**src/rtl/dds_sweep_gen.sv**
```systemverilog
// Frequency-sweep sequencer feeding phase-increment words to the DDS s_axis_config port.
// Optional macro SWEEP_SATURATE_EN: an overshooting leg emits its bound as an extra final word.
module dds_sweep_gen #(
    parameter int PINC_W  = 32,
    parameter int DWELL_W = 16,
    parameter int CNT_W   = 16
) (
    input  logic               clk,
    input  logic               rst,
    input  logic               i_start,
    input  logic               i_abort,
    input  logic [1:0]         i_mode,
    input  logic [PINC_W-1:0]  i_start_freq,
    input  logic [PINC_W-1:0]  i_stop_freq,
    input  logic [PINC_W-1:0]  i_step_freq,
    input  logic [DWELL_W-1:0] i_dwell,
    input  logic [CNT_W-1:0]   i_repeat,
    output logic [PINC_W-1:0]  o_cfg_tdata,
    output logic               o_cfg_tvalid,
    input  logic               i_cfg_tready,
    output logic               o_busy,
    output logic               o_done,
    output logic               o_err,
    output logic [CNT_W-1:0]   o_step_idx,
    output logic [CNT_W-1:0]   o_sweep_cnt
);

    typedef enum logic [2:0] {
        ST_IDLE  = 3'd0,
        ST_LOAD  = 3'd1,
        ST_EMIT  = 3'd2,
        ST_DWELL = 3'd3,
        ST_NEXT  = 3'd4,
        ST_DONE  = 3'd5
    } state_t;

`ifdef SWEEP_SATURATE_EN
    localparam bit SAT = 1'b1;
`else
    localparam bit SAT = 1'b0;
`endif

    state_t             state_r, state_s;
    logic [1:0]         mode_r, mode_s;
    logic [PINC_W-1:0]  lo_r, lo_s, hi_r, hi_s, step_r, step_s, cur_r, cur_s;
    logic [DWELL_W-1:0] dwell_r, dwell_s, dwell_cnt_r, dwell_cnt_s;
    logic [CNT_W-1:0]   repeat_r, repeat_s, idx_r, idx_s, sweep_cnt_r, sweep_cnt_s;
    logic               falling_r, falling_s;
    logic               tvalid_r, tvalid_s, busy_r, busy_s, done_r, done_s, err_r, err_s;

    logic [PINC_W:0]    up_sum_s, lo_plus_step_s;
    logic [CNT_W:0]     cnt_inc_s;
    logic               is_down_s, is_tri_s;
    logic               rise_ok_s, fall_ok_s, rise_go_s, fall_go_s;
    logic [PINC_W-1:0]  rise_val_s, fall_val_s;

    // Step arithmetic is one bit wider than the words so a sum never wraps past the bound.
    assign up_sum_s       = {1'b0, cur_r} + {1'b0, step_r};
    assign lo_plus_step_s = {1'b0, lo_r} + {1'b0, step_r};
    assign cnt_inc_s      = {1'b0, sweep_cnt_r} + {{CNT_W{1'b0}}, 1'b1};
    assign is_down_s      = (mode_r == 2'd1);
    assign is_tri_s       = (mode_r == 2'd2);
    assign rise_ok_s      = (up_sum_s <= {1'b0, hi_r});
    assign fall_ok_s      = ({1'b0, cur_r} >= lo_plus_step_s);
    assign rise_go_s      = rise_ok_s || (SAT && (cur_r != hi_r));
    assign fall_go_s      = fall_ok_s || (SAT && (cur_r != lo_r));
    assign rise_val_s     = rise_ok_s ? up_sum_s[PINC_W-1:0] : hi_r;
    assign fall_val_s     = fall_ok_s ? (cur_r - step_r) : lo_r;

    // Next-state and next-output logic; abort outside IDLE overrides every other decision.
    always_comb begin
        state_s     = state_r;
        mode_s      = mode_r;
        lo_s        = lo_r;
        hi_s        = hi_r;
        step_s      = step_r;
        dwell_s     = dwell_r;
        repeat_s    = repeat_r;
        cur_s       = cur_r;
        falling_s   = falling_r;
        dwell_cnt_s = dwell_cnt_r;
        idx_s       = idx_r;
        sweep_cnt_s = sweep_cnt_r;
        busy_s      = busy_r;
        tvalid_s    = 1'b0;
        done_s      = 1'b0;
        err_s       = 1'b0;
        if (i_abort && (state_r != ST_IDLE)) begin
            state_s = ST_IDLE;
            busy_s  = 1'b0;
        end else begin
            case (state_r)
                ST_IDLE: begin
                    if (i_start && !i_abort) begin
                        mode_s   = i_mode;
                        lo_s     = i_start_freq;
                        hi_s     = i_stop_freq;
                        step_s   = i_step_freq;
                        dwell_s  = i_dwell;
                        repeat_s = i_repeat;
                        if ((i_start_freq > i_stop_freq) || (i_step_freq == {PINC_W{1'b0}})) begin
                            err_s = 1'b1;
                        end else begin
                            sweep_cnt_s = {CNT_W{1'b0}};
                            busy_s      = 1'b1;
                            state_s     = ST_LOAD;
                        end
                    end else begin
                        busy_s = 1'b0;
                    end
                end
                ST_LOAD: begin
                    cur_s     = is_down_s ? hi_r : lo_r;
                    falling_s = is_down_s;
                    idx_s     = {CNT_W{1'b0}};
                    busy_s    = 1'b1;
                    tvalid_s  = 1'b1;
                    state_s   = ST_EMIT;
                end
                ST_EMIT: begin
                    if (i_cfg_tready) begin
                        dwell_cnt_s = dwell_r;
                        if (dwell_r == {DWELL_W{1'b0}}) begin
                            state_s = ST_NEXT;
                        end else begin
                            state_s = ST_DWELL;
                        end
                    end else begin
                        tvalid_s = 1'b1;
                    end
                end
                ST_DWELL: begin
                    if (dwell_cnt_r <= {{(DWELL_W-1){1'b0}}, 1'b1}) begin
                        state_s = ST_NEXT;
                    end else begin
                        dwell_cnt_s = dwell_cnt_r - {{(DWELL_W-1){1'b0}}, 1'b1};
                    end
                end
                ST_NEXT: begin
                    idx_s = idx_r + {{(CNT_W-1){1'b0}}, 1'b1};
                    // A triangle whose rising leg is exhausted continues downward from the peak.
                    if (!falling_r && rise_go_s) begin
                        cur_s    = rise_val_s;
                        tvalid_s = 1'b1;
                        state_s  = ST_EMIT;
                    end else if ((falling_r || is_tri_s) && fall_go_s) begin
                        cur_s     = fall_val_s;
                        falling_s = 1'b1;
                        tvalid_s  = 1'b1;
                        state_s   = ST_EMIT;
                    end else begin
                        sweep_cnt_s = cnt_inc_s[CNT_W-1:0];
                        if ((repeat_r == {CNT_W{1'b0}}) || (cnt_inc_s < {1'b0, repeat_r})) begin
                            state_s = ST_LOAD;
                        end else begin
                            done_s  = 1'b1;
                            busy_s  = 1'b0;
                            state_s = ST_DONE;
                        end
                    end
                end
                ST_DONE: begin
                    busy_s  = 1'b0;
                    state_s = ST_IDLE;
                end
                default: begin
                    busy_s  = 1'b0;
                    state_s = ST_IDLE;
                end
            endcase
        end
    end

    // State, latched configuration and registered outputs.
    always_ff @(posedge clk) begin
        if (rst) begin
            state_r     <= ST_IDLE;
            mode_r      <= 2'd0;
            lo_r        <= {PINC_W{1'b0}};
            hi_r        <= {PINC_W{1'b0}};
            step_r      <= {PINC_W{1'b0}};
            cur_r       <= {PINC_W{1'b0}};
            dwell_r     <= {DWELL_W{1'b0}};
            dwell_cnt_r <= {DWELL_W{1'b0}};
            repeat_r    <= {CNT_W{1'b0}};
            idx_r       <= {CNT_W{1'b0}};
            sweep_cnt_r <= {CNT_W{1'b0}};
            falling_r   <= 1'b0;
            tvalid_r    <= 1'b0;
            busy_r      <= 1'b0;
            done_r      <= 1'b0;
            err_r       <= 1'b0;
        end else begin
            state_r     <= state_s;
            mode_r      <= mode_s;
            lo_r        <= lo_s;
            hi_r        <= hi_s;
            step_r      <= step_s;
            cur_r       <= cur_s;
            dwell_r     <= dwell_s;
            dwell_cnt_r <= dwell_cnt_s;
            repeat_r    <= repeat_s;
            idx_r       <= idx_s;
            sweep_cnt_r <= sweep_cnt_s;
            falling_r   <= falling_s;
            tvalid_r    <= tvalid_s;
            busy_r      <= busy_s;
            done_r      <= done_s;
            err_r       <= err_s;
        end
    end

    assign o_cfg_tdata  = cur_r;
    assign o_cfg_tvalid = tvalid_r;
    assign o_busy       = busy_r;
    assign o_done       = done_r;
    assign o_err        = err_r;
    assign o_step_idx   = idx_r;
    assign o_sweep_cnt  = sweep_cnt_r;

endmodule

```
**config.mk**
```make
export PLATFORM = sky130hd
export DESIGN_NAME = dds_sweep_gen
export DESIGN_NICKNAME = d
export VERILOG_FILES = /design/src/rtl/dds_sweep_gen.sv
export SDC_FILE = /design/constraint.sdc
export NUM_CORES = 1
export LEC_CHECK = 0
export ABC_AREA = 1
export ABC_CLOCK_PERIOD_IN_PS = 3900
export CAP_MARGIN = 20
export CORE_ASPECT_RATIO = 1.1
export CORE_UTILIZATION = 53
export CTS_CLUSTER_DIAMETER = 200
export DETAILED_ROUTE_END_ITERATION = 8
export PLACE_DENSITY = 0.79
export SYNTH_ARGS = -nofsm -noshare
export SYNTH_HDL_FRONTEND = slang
export SYNTH_SLANG_ARGS = --single-unit
```
**constraint.sdc**
```tcl
create_clock -name clk -period 3.9 [get_ports clk]
set_input_delay 0.78 -clock clk [delete_from_list [all_inputs] [get_ports clk]]
set_output_delay 0.78 -clock clk [all_outputs]
set_load 0.02 [all_outputs]
```
# Word-level counts from Yosys, hierarchy flattened
# Cells that the tools add are included.
[totals]
input_bits = 135
reg_bits = 218
[op_classes]
mux = 39
n_bitwise = 5
reduce_logical = 29
magnitude_cmp = 5
addsub = 6
eq_ne = 17
[op_table]
columns = ["cell", "n"]
rows = [
  ["$mux W32", 5],
  ["$mux W16", 6],
  ["$pmux W16 S2", 3],
  ["$add A32 B32 Y33", 2],
  ["$pmux W32 S2", 1],
  ["$ge A32 B33 Y1", 1],
  ["$le A33 B32 Y1", 1],
  ["$gt A32 B32 Y1", 1],
  ["$logic_not A16 Y1", 2],
  ["$logic_not A32 Y1", 1],
  ["$sub A32 B32 Y32", 1],
  ["$mux W3", 8],
  ["$ne A2 B2 Y1 const B", 9],
  ["$add A16 B1 Y17 const B", 1],
  ["$lt A17 B16 Y1", 1],
  ["$add A16 B1 Y16 const B", 1],
  ["$le A16 B1 Y1 const B", 1],
  ["$sub A16 B1 Y16 const B", 1],
  ["$pmux W3 S5", 1],
  ["$mux W1", 12],
  ["$reduce_and A4 Y1", 3],
  ["$eq A3 B2 Y1 const B", 2],
  ["$ne A3 B3 Y1 const B", 2],
  ["$reduce_and A3 Y1", 2],
  ["other kinds (20)", 33],
]

# Logic depth before layout (Yosys ltp)
[logic_depth]
depth_word = 7
ltp_mapped = 38
depth_no_buf = 36

# Least setup slack after synthesis
# No wires, ideal clock.
[synth_path]
kind = "flip-flop to flip-flop"
from = "register step_r[0]"
to = "register sweep_cnt_r[0] (netlist: o_sweep_cnt[0])"
t_required_ps = 3785
setup_slack_ps = -224
synth_period_minus_slack_ps = 4124
setup_time_ps = 115
t_arrival_ps = 4009
path_stages_with_launch = 27
n_path_buf = 1
cell_sequence = "dfxtp_1 -> ha_1 -> fa_1 -> nand3_1 -> nand2_2 -> a21oi_4 -> o21ai_4 -> a31oi_1 -> o21ai_0 -> a21boi_0 -> o21bai_1 -> nand2_1 -> nand2_1 -> xnor2_1 -> ha_1 -> nand4_1 -> nor2_1 -> nand2_1 -> nor4_1 -> o211ai_2 -> nand2_4 -> nand2_4 -> nand2_2 -> nand2_4 -> buf_2 -> a21oi_1 -> nor2_1"
[synth_between]
elab_chain_cells = 5
word_cells_on_any_way = 9
classes_between = "add/sub (2); order compare (2); eq/ne (2); reduce/logical (3)"
[synth_lines]
columns = ["item", "line_no", "rtl"]
rows = [
  ["start, declared", "45", "logic [PINC_W-1:0] lo_r, lo_s, hi_r, hi_s, step_r, step_s, cur_r, cur_s;"],
  ["start signal, assigned", "181", "step_r <= {PINC_W{1'b0}};"],
  ["start signal, assigned", "198", "step_r <= step_s;"],
  ["$add A32 B32 Y33 (on tied branches)", "59, 58", ""],
  ["$ge A32 B33 Y1 or $le A33 B32 Y1 (tied branches)", "64, 63", ""],
  ["$logic_and A1 B1 Y1 (on tied branches)", "146, 142", ""],
  ["$ne A2 B2 Y1 (no line)", "n/a", ""],
  ["$reduce_and A6 Y1 (no line) (*)", "n/a", ""],
  ["end signal, assigned", "187", "sweep_cnt_r <= {CNT_W{1'b0}};"],
  ["end signal, assigned", "204", "sweep_cnt_r <= sweep_cnt_s;"],
  ["end, declared", "47", "logic [CNT_W-1:0] repeat_r, repeat_s, idx_r, idx_s, sweep_cnt_r, sweep_cnt_s;"],
]
# Every way passes the cells marked *; elsewhere a longest branch is shown, timed or not.
# A chain may end at the register's enable or synchronous reset.

# Worst setup path in the final report
[layout_path]
from = "register lo_r[1]"
to = "register cur_r[14] (netlist: o_cfg_tdata[14])"
[layout_between]
elab_chain_cells = 6
word_cells_on_any_way = 9
classes_between = "add/sub (1); order compare (1); eq/ne (1); mux (4); reduce/logical (2)"
[layout_lines]
columns = ["item", "line_no", "rtl"]
rows = [
  ["start, declared", "45", ""],
  ["start signal, assigned", "179", "lo_r <= {PINC_W{1'b0}};"],
  ["start signal, assigned", "196", "lo_r <= lo_s;"],
  ["$add A32 B32 Y33 (*)", "59", "assign lo_plus_step_s = {1'b0, lo_r} + {1'b0, step_r};"],
  ["$ge A32 B33 Y1 (*)", "64", "assign fall_ok_s = ({1'b0, cur_r} >= lo_plus_step_s);"],
  ["$mux W32", "68", "assign fall_val_s = fall_ok_s ? (cur_r - step_r) : lo_r;"],
  ["$mux W32", "146", "end else if ((falling_r || is_tri_s) && fall_go_s) begin"],
  ["$mux W32", "142", "if (!falling_r && rise_go_s) begin"],
  ["$pmux W32 S2", "92", "case (state_r)"],
  ["end signal, assigned", "182", "cur_r <= {PINC_W{1'b0}};"],
  ["end signal, assigned", "199", "cur_r <= cur_s;"],
  ["end, declared", "45", ""],
]
# Every way passes the cells marked *; elsewhere a longest branch is shown, timed or not. The select of a mux whose other input is x is not followed.

==> results.md <==
- Routed vias/inst: 5.728
- Initial drt markers: about 1800
- Worst path arrival time: between 5000 and 6000 ps
- Setup-failing EPs final: 55
- Mapped Nets: roughly 3200
- Final Slew Violations: 0
- Port Buffer Count: 202
- Final Hold Fails: 0
- Final Cell Area: approximately 26000 um^2
- Routability cong.: roughly 1.1
- RSZ-0062 raised after global routing: yes
- Register area share after synthesis: between 20% and 30%
- CP endpoint: o_cfg_tdata[14]$_SDFFE_PP0P_
- #FFs+latches synth: around 220
- Placement-stage cell area: roughly 24000 um^2
- CTS Buf Count: 25
- Hold bufs inserted after CTS: 0
- Final Cycle Share: 116.9%
- Ys Warns: 0
- Crit path kind: reg2reg
- Height of the die: just under 200 um
- Synth cell types: between 50 and 60
- Most used cell, CP: nand2_4
- FILL cells: 2723
- Post-Syn Instances: roughly 2900
- Internal power: around 5.7 mW
- Seq pwr share: 27.2%
- Via Count: between 20000 and 25000
- Minimum clock period: 4560 ps
- Final wirelength: around 73000 um
- Largest net degree at the start of global routing: 85
- Worst-Skew Late Latency: 560 ps
- Async S/R FF share, synth: 0%
- First-pass GRT wire length: roughly 110000 um
- Comb power frac: ~47%
- R2r startpoint: lo_r[1]$_SDFFE_PP0P_
- R2r setup slk: -660 ps
- Power Dens Cells: approximately 370 nW/um^2
- Clock transition at the registers of the reported paths: about 70 ps
- Failing checks: negative setup slack
- Worst-path fanout max: 5
- Final worst setup slack: -659.9 ps
- FF-to-FF path depth: 28
- CTS tree: yes
- FF-to-FF End: o_cfg_tdata[14]$_SDFFE_PP0P_
- Rel. slew slack: roughly a third
- Placement Setup Slack: -674.0 ps
- Status: finished, violations left
- Layout cell share with drive strength beyond 1: 19.53%
- Clock share of power: between 20% and 30%
- NetSw: about 3.9 mW
- Mapped cell area: 18620 um^2
- Synthesis-to-finish area growth: 37.64%
- I/O pin count: roughly 200
- Final hold slack: 481.8 ps
- Vias in the first global route: between 20000 and 25000
- CTS sink cnt: 218
- Initial antenna violation count: 0
- Pwr Total: 9.533 mW
- Switching share of power: 40.73%
- Row count: 71
- Worst Path Required: about 4400 ps
- Longest Clk Path Bufs: 3
- # H-tree levels: 1
- Drt wl/cell: 18.80 um
- Most frequent cells in the layout: nand2_1 (495), buf_4 (397), inv_1 (351)
- Slowest stage delay, CP: 350 ps
- Max cap viols: 0
- Crit path launch: lo_r[1]$_SDFFE_PP0P_
- Startpoint types: flop
- Post-detailed-route count of antenna-violating nets: 0
- Core Box Area: between 30000 and 40000 um^2
- Slowest CP cell: dfxtp_2
- Initial Util: a little over half
- Ys flop type: dfxtp_1
- Peak VDD IR: between 300 and 400 uV
- Syn Area/Cell: 6.470 um^2
- Pre-antenna DRT Iters: 8
- Detailed Place HPWL: approximately 56000 um
- Clock Skews: roughly 28 ps
- Post-synth EDFFs: 0
- Crit path capture type: flop
- Gr usage total: between 30% and 40%
- Tightest Hold Check Type: reg2reg
- N_diodes: 0
- # nets final: 3760
- Die width: 180.7 um
- Commonest non-fill, non-tap cell in the layout: nand2_1
- Root buffer cell: clkbuf_16
- Worst-Margin Slew: 991.9 ps
- Maximum operating frequency: approximately 220 MHz
- Die ar.: around 36000 um^2
- Remaining global-route overflow: 0
- DRC violations left: 0
- P_leak: between 10 and 15 nW
## critical path, delay by kind of cell (launching register included)
family          cells  cell delay, ps
buf+inv             4             620
xor+xnor            1              70
compound gates      7            1070
fa+ha+maj           2             600
simple gates       14            1750
flops               1             350
## metal layers
metal	up-vias	global-route usage [%]	routed length, um
li1	10610	-	-
met2	1136	65.35	33020
met3	219	6.463	6654
met1	10200	49.13	29340
met4	0	19.15	3732
met5	-	0	0
## per-stage QoR
| stage | TNS [ps] | cells | util [%] |
|---|---|---|---|
| 5_1_grt | -44520 | 3869 | 74.55 |
| 2_1_floorplan | 0 | 2878 | - |
| 6_report | -33790 | 3869 | 74.55 |
| 4_1_cts | -26230 | 3858 | 72.97 |
| 3_5_place_dp | -32570 | 3796 | 69.05 |
| 3_3_place_gp | -24860 | 3796 | 69.05 |
## power by group through the flow
| stage | registers [mW] | logic (mW) | clock network (mW) |
|---|---|---|---|
| 6_report | 2.60 | 4.51 | 2.42 |
| 5_1_grt | 2.61 | 4.89 | 2.51 |
| 4_1_cts | 2.58 | 4.23 | 2.43 |
| 3_5_place_dp | 2.63 | 4.04 | 0 |
| 3_3_place_gp | 2.62 | 3.97 | 0 |
| 2_1_floorplan | 2.65 | 2.31 | 0 |
## sequential cells by signal, summed over array words and instances (netlist names), 16 cells and up
register	flops
hi_r	32
step_r	32
dwell_r	16
dwell_cnt_r	16
o_cfg_tdata	32
repeat_r	16
o_step_idx	16
o_sweep_cnt	16
lo_r	32
## kinds of logic after synthesis
| group | after synthesis | synth area share, % |
|---|---|---|
| AOI/OAI and AO/OA | 645 | 19.11 |
| buffers and inverters | 498 | 10.56 |
| adders and majority gates | 213 | 14.43 |
| xor gates and xnor gates | 101 | 4.750 |
| DFF | 218 | 23.44 |
| and+or+nand+nor | 1203 | 27.71 |
## Yosys cell counts (22+ instances only)
library cell  instances  area share, %
inv_2                22           0.44
nor3_1               37           0.99
xor2_1               74            3.5
nand3_1             180            4.8
buf_2                25           0.67
ha_1                210             14
dfxtp_1             218             23
inv_1               353            7.1
nand4_1              65            2.2
nor2_1              342            6.9
xnor2_1              27            1.3
o211ai_1             35            1.4
a21oi_1             286            7.7
clkbuf_1             80            1.6
o21ai_0             230            6.2
nand2_1             527             11
## worst min path at each step
stage / cells after the start / from / endpoint
2_1_floorplan: 2 / falling_r$_SDFFE_PP0P_ / falling_r$_SDFFE_PP0P_
3_3_place_gp: 2 / dwell_cnt_r[15]$_SDFFE_PP0P_ / dwell_cnt_r[15]$_SDFFE_PP0P_
3_5_place_dp: 2 / dwell_r[8]$_SDFFE_PP0P_ / dwell_r[8]$_SDFFE_PP0P_
4_1_cts: 2 / dwell_cnt_r[15]$_SDFFE_PP0P_ / dwell_cnt_r[15]$_SDFFE_PP0P_
5_1_grt: 2 / dwell_r[11]$_SDFFE_PP0P_ / dwell_r[11]$_SDFFE_PP0P_
6_report: 2 / repeat_r[6]$_SDFFE_PP0P_ / repeat_r[6]$_SDFFE_PP0P_
## repair_timing
item | in CTS | in global routing
gates resized for setup | 85 | 108
pin swaps | 40 | 65
endpoints found under the setup margin | 55 | 55
cloned | 5 | 2
setup buffers | 11 | 9
## final cells by class
type                            count  area (um^2)  area share [%]
Inverter                          377         1430           5.580
Multi-Input combinational cell   2165        13030           50.82
Clock buffer                       33        695.7           2.714
Clock inverter                     13        128.9          0.5028
Sequential cell                   218         4375           17.07
Timing Repair Buffer              625         5428           21.18
Tap cell                          438        548.0           2.138
No activity file was read; power rests on OpenSTA's default activity.
